--- src/rtl/alu_hilo_unit.sv ---
// -----------------------------------------------------------------------------
// alu_hilo_unit
//   Execute-stage ALU with an attached HI/LO register pair.
//   Single-cycle ops (logic, arithmetic, shifts, compares, MFHI/MFLO) finish
//   one cycle after start. MULT/MULTU/MADD/MADDU go through an iterative
//   shift-add multiplier that holds busy high until the product is committed.
//
//   Handshake: start is sampled on a rising edge only while busy=0. A sampled
//   start is accepted unconditionally. done is a one-cycle pulse in the cycle
//   where result/zero/overflow/invalid (and HI/LO for multiplies) become valid.
//   result, zero and overflow hold until the next done or reset.
//
// Parameters
//   BITS_PER_CYCLE  multiplier bits retired per iteration (1, 2 or 4)
//
// Ports
//   clk          in   clock, rising edge
//   rst          in   synchronous reset, active-high
//   start        in   op request
//   alu_control  in   6-bit op code
//   a, b         in   32-bit operands (rs, rt)
//   shamt        in   shift amount for SLL/SRL/SRA
//   busy         out  multiplier active
//   done         out  completion pulse
//   result       out  registered result
//   zero         out  result == 0
//   overflow     out  signed overflow for ADD/SUB
//   invalid      out  unsupported op code pulse (with done)
//   hi_out       out  HI register
//   lo_out       out  LO register
// -----------------------------------------------------------------------------
module alu_hilo_unit #(
    parameter int BITS_PER_CYCLE = 1
) (
    input  logic        clk,
    input  logic        rst,
    input  logic        start,
    input  logic [5:0]  alu_control,
    input  logic [31:0] a,
    input  logic [31:0] b,
    input  logic [4:0]  shamt,
    output logic        busy,
    output logic        done,
    output logic [31:0] result,
    output logic        zero,
    output logic        overflow,
    output logic        invalid,
    output logic [31:0] hi_out,
    output logic [31:0] lo_out
);

    localparam int K = 32 / BITS_PER_CYCLE;

    localparam logic [1:0] S_IDLE   = 2'd0;
    localparam logic [1:0] S_MUL    = 2'd1;
    localparam logic [1:0] S_FINISH = 2'd2;

    localparam logic [5:0] OP_SLL   = 6'b000000;
    localparam logic [5:0] OP_SRL   = 6'b000010;
    localparam logic [5:0] OP_SRA   = 6'b000011;
    localparam logic [5:0] OP_MFHI  = 6'b010000;
    localparam logic [5:0] OP_MFLO  = 6'b010010;
    localparam logic [5:0] OP_MULT  = 6'b011000;
    localparam logic [5:0] OP_MULTU = 6'b011001;
    localparam logic [5:0] OP_MADD  = 6'b011100;
    localparam logic [5:0] OP_MADDU = 6'b011101;
    localparam logic [5:0] OP_ADD   = 6'b100000;
    localparam logic [5:0] OP_ADDU  = 6'b100001;
    localparam logic [5:0] OP_SUB   = 6'b100010;
    localparam logic [5:0] OP_SUBU  = 6'b100011;
    localparam logic [5:0] OP_AND   = 6'b100100;
    localparam logic [5:0] OP_OR    = 6'b100101;
    localparam logic [5:0] OP_XOR   = 6'b100110;
    localparam logic [5:0] OP_NOR   = 6'b100111;
    localparam logic [5:0] OP_NOT   = 6'b101000;
    localparam logic [5:0] OP_SLT   = 6'b101010;
    localparam logic [5:0] OP_SLTU  = 6'b101011;

    // FSM and multiplier state; 'state' is the observable FSM state.
    logic [1:0]  state;
    logic [5:0]  cnt;
    logic [63:0] mcand;     // |a|, shifted left as multiplier bits retire
    logic [31:0] mplier;    // |b|, shifted right as bits retire
    logic [63:0] acc;       // magnitude of the partial product
    logic        neg;       // product must be negated at FINISH
    logic        madd;      // accumulate into HI/LO instead of overwrite

    // Single-cycle datapath
    logic [31:0] sum;
    logic [31:0] diff;
    logic [31:0] sc_result;
    logic        sc_ovf;
    logic        sc_valid;
    logic        is_mul;
    logic        signed_mul;
    logic [31:0] abs_a;
    logic [31:0] abs_b;

    // Multiplier datapath
    logic [63:0] addend;
    logic [63:0] prod;
    logic [63:0] hilo_next;

    assign busy = (state != S_IDLE);
    assign sum  = a + b;
    assign diff = a - b;

    always_comb begin
        sc_result = '0;
        sc_ovf    = 1'b0;
        sc_valid  = 1'b1;
        is_mul    = 1'b0;
        case (alu_control)
            OP_ADD: begin
                sc_result = sum;
                sc_ovf    = (a[31] == b[31]) && (sum[31] != a[31]);
            end
            OP_ADDU: sc_result = sum;
            OP_SUB: begin
                sc_result = diff;
                sc_ovf    = (a[31] != b[31]) && (diff[31] != a[31]);
            end
            OP_SUBU: sc_result = diff;
            OP_AND:  sc_result = a & b;
            OP_OR:   sc_result = a | b;
            OP_XOR:  sc_result = a ^ b;
            OP_NOR:  sc_result = ~(a | b);
            OP_NOT:  sc_result = ~a;
            OP_SLL:  sc_result = b << shamt;
            OP_SRL:  sc_result = b >> shamt;
            OP_SRA:  sc_result = $signed(b) >>> shamt;
            OP_SLT:  sc_result = {31'b0, $signed(a) < $signed(b)};
            OP_SLTU: sc_result = {31'b0, a < b};
            OP_MFHI: sc_result = hi_out;
            OP_MFLO: sc_result = lo_out;
            OP_MULT, OP_MULTU, OP_MADD, OP_MADDU: begin
                sc_valid = 1'b0;
                is_mul   = 1'b1;
            end
            default: sc_valid = 1'b0;
        endcase
    end

    // Signed multiplies work on magnitudes; the sign is reapplied at FINISH.
    // Negating 0x80000000 yields 0x80000000, which is the correct magnitude.
    assign signed_mul = (alu_control == OP_MULT) || (alu_control == OP_MADD);
    assign abs_a      = (signed_mul && a[31]) ? (~a + 32'd1) : a;
    assign abs_b      = (signed_mul && b[31]) ? (~b + 32'd1) : b;

    // Partial product for the BITS_PER_CYCLE low multiplier bits.
    always_comb begin
        addend = '0;
        for (int i = 0; i < BITS_PER_CYCLE; i++) begin
            if (mplier[i]) begin
                addend = addend + (mcand << i);
            end
        end
    end

    assign prod      = neg ? (~acc + 64'd1) : acc;
    assign hilo_next = madd ? ({hi_out, lo_out} + prod) : prod;

    always_ff @(posedge clk) begin
        if (rst) begin
            state    <= S_IDLE;
            cnt      <= '0;
            mcand    <= '0;
            mplier   <= '0;
            acc      <= '0;
            neg      <= 1'b0;
            madd     <= 1'b0;
            done     <= 1'b0;
            invalid  <= 1'b0;
            result   <= '0;
            zero     <= 1'b0;
            overflow <= 1'b0;
            hi_out   <= '0;
            lo_out   <= '0;
        end else begin
            done    <= 1'b0;
            invalid <= 1'b0;
            case (state)
                S_IDLE: begin
                    if (start) begin
                        if (is_mul) begin
                            mcand  <= {32'b0, abs_a};
                            mplier <= abs_b;
                            acc    <= '0;
                            neg    <= signed_mul && (a[31] ^ b[31]);
                            madd   <= (alu_control == OP_MADD) || (alu_control == OP_MADDU);
                            cnt    <= 6'(K - 1);
                            state  <= S_MUL;
                        end else if (sc_valid) begin
                            result   <= sc_result;
                            zero     <= (sc_result == '0);
                            overflow <= sc_ovf;
                            done     <= 1'b1;
                        end else begin
                            result   <= '0;
                            zero     <= 1'b1;
                            overflow <= 1'b0;
                            invalid  <= 1'b1;
                            done     <= 1'b1;
                        end
                    end
                end
                S_MUL: begin
                    acc    <= acc + addend;
                    mcand  <= mcand << BITS_PER_CYCLE;
                    mplier <= mplier >> BITS_PER_CYCLE;
                    if (cnt == '0) begin
                        state <= S_FINISH;
                    end else begin
                        cnt <= cnt - 6'd1;
                    end
                end
                S_FINISH: begin
                    hi_out   <= hilo_next[63:32];
                    lo_out   <= hilo_next[31:0];
                    result   <= hilo_next[31:0];
                    zero     <= (hilo_next[31:0] == '0);
                    overflow <= 1'b0;
                    done     <= 1'b1;
                    state    <= S_IDLE;
                end
                default: state <= S_IDLE;
            endcase
        end
    end

endmodule

--- config.mk ---
export PLATFORM = sky130hd
export DESIGN_NAME = alu_hilo_unit
export DESIGN_NICKNAME = d
export VERILOG_FILES = /design/src/rtl/alu_hilo_unit.sv
export SDC_FILE = /design/constraint.sdc
export NUM_CORES = 2
export LEC_CHECK = 0
export CORE_ASPECT_RATIO = 0.9
export CORE_UTILIZATION = 30
export DETAILED_ROUTE_END_ITERATION = 8
export HOLD_SLACK_MARGIN = 0.08
export MAX_ROUTING_LAYER = met4
export PLACE_DENSITY = 0.54
export SLEW_MARGIN = 20
export SYNTH_ARGS = -nofsm -noshare
export SYNTH_HDL_FRONTEND = slang
export SYNTH_SLANG_ARGS = --single-unit
--- constraint.sdc ---
create_clock -name clk -period 5 [get_ports clk]
set_clock_uncertainty 0.1 [all_clocks]
set_input_delay 1 -clock clk [delete_from_list [all_inputs] [get_ports clk]]
set_output_delay 1 -clock clk [all_outputs]
set_load 0.02 [all_outputs]
---- Word level (Yosys, flattened, before mapping) ----
Cells that the tools add are included.
operators by class
  add/sub/neg operators ................... 8
  $mul .................................... 0
  divide/modulo/power cells ............... 0
  order comparisons ....................... 2
  eq/ne operators ......................... 30
  shift operators ......................... 3
  mux-type cells .......................... 42
  bitwise logic cells ..................... 10
  reduce and logical (&&, ||, !) cells .... 25
operators by type and width
  operator                 number
  $mux W64                 7
  $pmux W32 S14            1
  $pmux W64 S2             2
  $mux W32                 7
  $add A64 B64 Y64         2
  $pmux W32 S2             2
  $not A32 Y32             3
  $eq A6 B6 Y1 const B     11
  $add A32 B1 Y32 const B  2
  $add A64 B1 Y64 const B  1
  $logic_not A32 Y1        2
  $lt A32 B32 Y1           2
  $not A64 Y64             1
  $eq A6 B5 Y1 const B     6
  $add A32 B32 Y32         1
  $and A32 B32 Y32         1
  $or A32 B32 Y32          1
  $shl A32 B5 Y32          1
  $shr A32 B5 Y32          1
  $sshr A32 B5 Y32         1
  $sub A32 B32 Y32         1
  $xor A32 B32 Y32         1
  $mux W6                  3
  $reduce_or A16 Y1        1
  other kinds (23)         59
word-level totals
  flip-flop bits (word level) ............. 270
  bits in latches ......................... 0
  RAM bits ................................ 0
  memory bits (read-only) ................. 0
  memories ................................ 0

---- Depth between registers and ports, before layout ----
  depth in word-level cells ............... 8
  mapped depth ............................ 24
  mapped depth without buffers ............ 22

---- Worst setup path after synthesis ----
Ideal clock, no wire load.
  path type ............................... reg2reg
  start ................................... reg acc[29]
  end ..................................... reg hi_out[28]
  arrival time ............................ 5311 ps
  required time ........................... 4835 ps
  path slack .............................. -475 ps
  cell stages (with the launch flop) ...... 21
  buffers on the path ..................... 2
  clock period less this slack ............ 5475 ps
  cell sequence ........................... dfxtp_1 -> or4_1 -> or4_1 -> or3_1 -> or4_4 -> or4_1 -> buf_2 -> or3_4 -> nand2_1 -> xnor2_1 -> ha_1 -> clkbuf_1 -> a21o_1 -> a21o_1 -> a21oi_1 -> and3_1 -> a21oi_1 -> a31o_2 -> a31o_2 -> o31a_1 -> nor2_1
on the way
  cells in the longest elaborated chain, start to end .. 5
ends and longest elaborated chain
  what                    RTL line  RTL
  start, declared         84        logic [63:0] acc;
  start signal, assigned  208       acc <= acc + addend;
  $not A64 Y64            160       assign prod = neg ? (~acc + 64'd1) : acc;
  $add A64 B1 Y64         160
  $mux W64 *              160
  $add A64 B64 Y64        161       assign hilo_next = madd ? ({hi_out, lo_out} + prod) : prod;
  $mux W64 *              161
  end signal, assigned    218       hi_out <= hilo_next[63:32];
  end, declared           48        output logic [31:0] hi_out,
Mark *: on every way between the ends. The rest lies on a longest branch, timed or not.
A chain may end at the register's enable or synchronous reset.

---- Final worst setup path ----
  start ................................... reg acc[20]
  end ..................................... reg hi_out[28]
Same word-level chain as after synthesis.

==> impl_results.md <==
* Buffer depth of the longest clock path at 3
* Vias per cell at around 6
* Setup crit end kind: flip-flop
* Violations in the final reports: negative setup slack
* VDD IR-drop max at 189 uV
* First-pass iteration count of the detailed router at 6
* Ys flop type: dfxtp_1
* Total CTS buffers at 36
* Die width at 338 um
* Final WL at about 170 mm
* Top Ports at 179
* Clock transition at path regs at 0.06 ns
* Post-Syn Area at 30600 sq um
* Placement-stage cell area at between 40000 and 50000 sq um
* Pleak at 18.6 nW
* Startpoint types: flip-flop
* Clk_lat worst skew at 0.59 ns
* Sequential share of power at 0.314
* Number of port buffers at 178
* Req. time, crit path at 5.43 ns
* FP Rows at 110
* Remaining Overflow, GRT at 0
* Max Fclk at 0.187 GHz
* Final setup violation count at 15
* Root buffer cell: clkbuf_16
* Max FO, Critical Path at 4
* Final period utilization at 1.07
* Synthesized instance count at 4171
* Fillers at approximately 10000
* Fraction of layout cells with a size suffix above 1 at 0.257
* Initial core utilization at 0.304
* Post-route ant nets at 0
* Final instance area at 42600 sq um
* Arrival time at the worst endpoint at 5.78 ns
* Clock share of power at 0.402
* Finished Core Util at 0.424
* RSZ-0062 raised after global routing: yes
* Sw frac at 0.332
* Wire per inst at 26.2 um
* Relative slew slack at 0.346
* First-pass GRT wire length at around 240 mm
* Global Route met1 Usage at 0.471
* Largest net degree at the start of global routing at between 80 and 90
* Hold Path Class: reg -> reg
* Worst-margin pin slew at slightly below 1 ns
* Synth unique cells at 90
* Ys Warns at 0
* Outcome: finished with violations
* Crit path from: acc[20]
* Flop and latch count out of synthesis at 270
* Hold Fails Final Rpt at 0
* DRC violations left at 0
* Pwr Density at 164 nW/um^2
* Gr busiest metal: met1
* CTS tree: built
* Seq/Total Area, Yosys at 0.177
* Avg Inst Size Synth at approximately 7.3 sq um
* Nets at 5339
* Largest cells by area after synthesis: dfxtp_1, ha_1, a21oi_1, nand2_1, xnor2_1
* Routability cong. at 1.06
* DP Worst Slack at -0.924 ns
* Met2 Use GR at 0.427
* DP HPWL at 137 mm
* Hold Startpoint: result[7]
* Min setup slack post-route at -0.345 ns
* Htree depth at 2
* Area grow syn2layout at 39.5%
* Met3 usage at 0.0669
* # clock sinks at 270
* Placeable core region at 100000 sq um
* Count leader, synth: nand2_1
* Synth area leader: dfxtp_1
* Synth async-reset ratio at 0
* R2R Path Start: acc[20]
* Via count at around 37000
* Synth top area share at 0.177
* Switching power at 0.00233 W
* Combinational Power Share at 0.284
* Final count of pins violating max slew at 0
* Die Ht at 305 um
* Antenna violations before repair at 6
* DR iter-0 viols at 4624
* Post-synth EDFFs at 0
* DIE AREA at around 100000 sq um
* Min Tclk post-route at 5.35 ns
* Critical path type: reg -> reg
* Syn nets at 4487
* Max cap viols at 0
* P_int at 0.00468 W
* Vias in the first global route at 34300
* Post-synth top cells: nand2_1, a21oi_1, nor2_1
* GRT Util Overall at 0.320
[state kept, by name, summed over array words and instances, names as in the netlist]
name	flops
overflow	1
result	32
acc	64
madd	1
zero	1
done	1
mcand	64
lo_out	32
state	2
mplier	32
neg	1
hi_out	32
invalid	1
cnt	6
[worst paths after layout]
path,end,slack [ns],cells after the start
max,hi_out[28],-0.35,19
min,result[7],0.36,2
max reg2reg,hi_out[28],-0.35,19
min reg2reg,result[7],0.36,2
[stage by stage]
stage / instances / total power (W) / hold slack (ns) / setup TNS [ns]
after global placement: 6292 / 0.00416 / 0.347 / -14.55
after floorplan: 4171 / 0.00313 / 0.338 / -1.52
after global routing: 6396 / 0.00720 / 0.398 / -6.63
after detailed placement: 6292 / 0.00414 / 0.355 / -15.53
final: 6398 / 0.00701 / 0.364 / -2.91
after CTS: 6381 / 0.00697 / 0.364 / -2.79
[power by group through the flow]
| stage | Combinational [W] | Clock (W) | Sequential (W) |
|---|---|---|---|
| 6_report | 0.00199 | 0.00282 | 0.00220 |
| 5_1_grt | 0.00207 | 0.00293 | 0.00220 |
| 4_1_cts | 0.00191 | 0.00285 | 0.00220 |
| 3_5_place_dp | 0.00190 | 0 | 0.00224 |
| 3_3_place_gp | 0.00192 | 0 | 0.00224 |
| 2_1_floorplan | 0.000892 | 0 | 0.00224 |
[kinds of logic (layout without fill, tap and decap cells)]
logic type | after synthesis | count (layout) | share of synthesized area
adders and majority gates | 238 | 238 | 0.0984
xor gates and xnor gates | 247 | 247 | 0.0708
DFF | 270 | 270 | 0.177
other | 0 | 5 | 0
muxes | 143 | 143 | 0.0735
and+or+nand+nor | 1416 | 1416 | 0.220
AOI/OAI and AO/OA | 1383 | 1383 | 0.301
buffers and inverters | 474 | 1352 | 0.0590
[critical path, stage by stage, from the launching register on]
cell     delay [ns]
dfxtp_1        0.32
or4_4          0.54
or3_4          0.34
or3_4          0.35
or3_4          0.37
or2_4          0.25
or4_4          0.55
or3_4          0.37
o21ai_2        0.17
xnor2_2        0.16
ha_1           0.30
buf_4          0.16
a21o_1         0.16
a21oi_2        0.18
and3_1         0.17
a21oi_1        0.05
a31o_2         0.24
a31o_4         0.22
o31a_1         0.23
nor2_1         0.08
[layout by cell type (no fill, tap or decap), types with 75 or more instances in the layout]
cell type | Yosys | final
a22o_1 | 75 | 75
a31oi_1 | 107 | 102
nand2_1 | 462 | 454
and2_1 | 94 | 93
inv_1 | 142 | 142
o21ai_0 | 242 | 211
clkdlybuf4s50_1 | 0 | 171
buf_4 | 0 | 936
nor2_1 | 331 | 325
ha_1 | 234 | 228
dfxtp_1 | 270 | 265
nor3_1 | 86 | 81
xnor2_1 | 179 | 159
a21o_1 | 99 | 99
nand3_1 | 148 | 144
a21oi_1 | 354 | 331
[repair_timing]
| action | CTS | global route |
|---|---|---|
| resized for setup | 99 | 117 |
| pin swaps | 66 | 68 |
| setup buffers | 27 | 13 |
| hold buffers | 0 | 0 |
| setup endpoints to repair | 32 | 37 |
| endpoints found under the hold margin | 0 | 0 |
[layer usage]
layer	vias to the layer above	wire length, um	part of all wire
met4	0	5510	0.033
li1	17200	-	-
met1	18100	79600	0.47
met5	-	0	0
met3	255	17000	0.10
met2	1880	65800	0.39
[cell type report]
class                      instances  area, sq um  area share
sequential                       270         5410       0.127
tap                             1344         1680      0.0395
timing repair buffer            1141         9280       0.218
clock buffer                      53         1070      0.0250
antenna                            5         12.5    0.000294
multi-input combinational       3427        24400       0.573
inverter                         147          552      0.0129
clock inverter                    11          191     0.00449
Power figures use the tool's default switching activity.
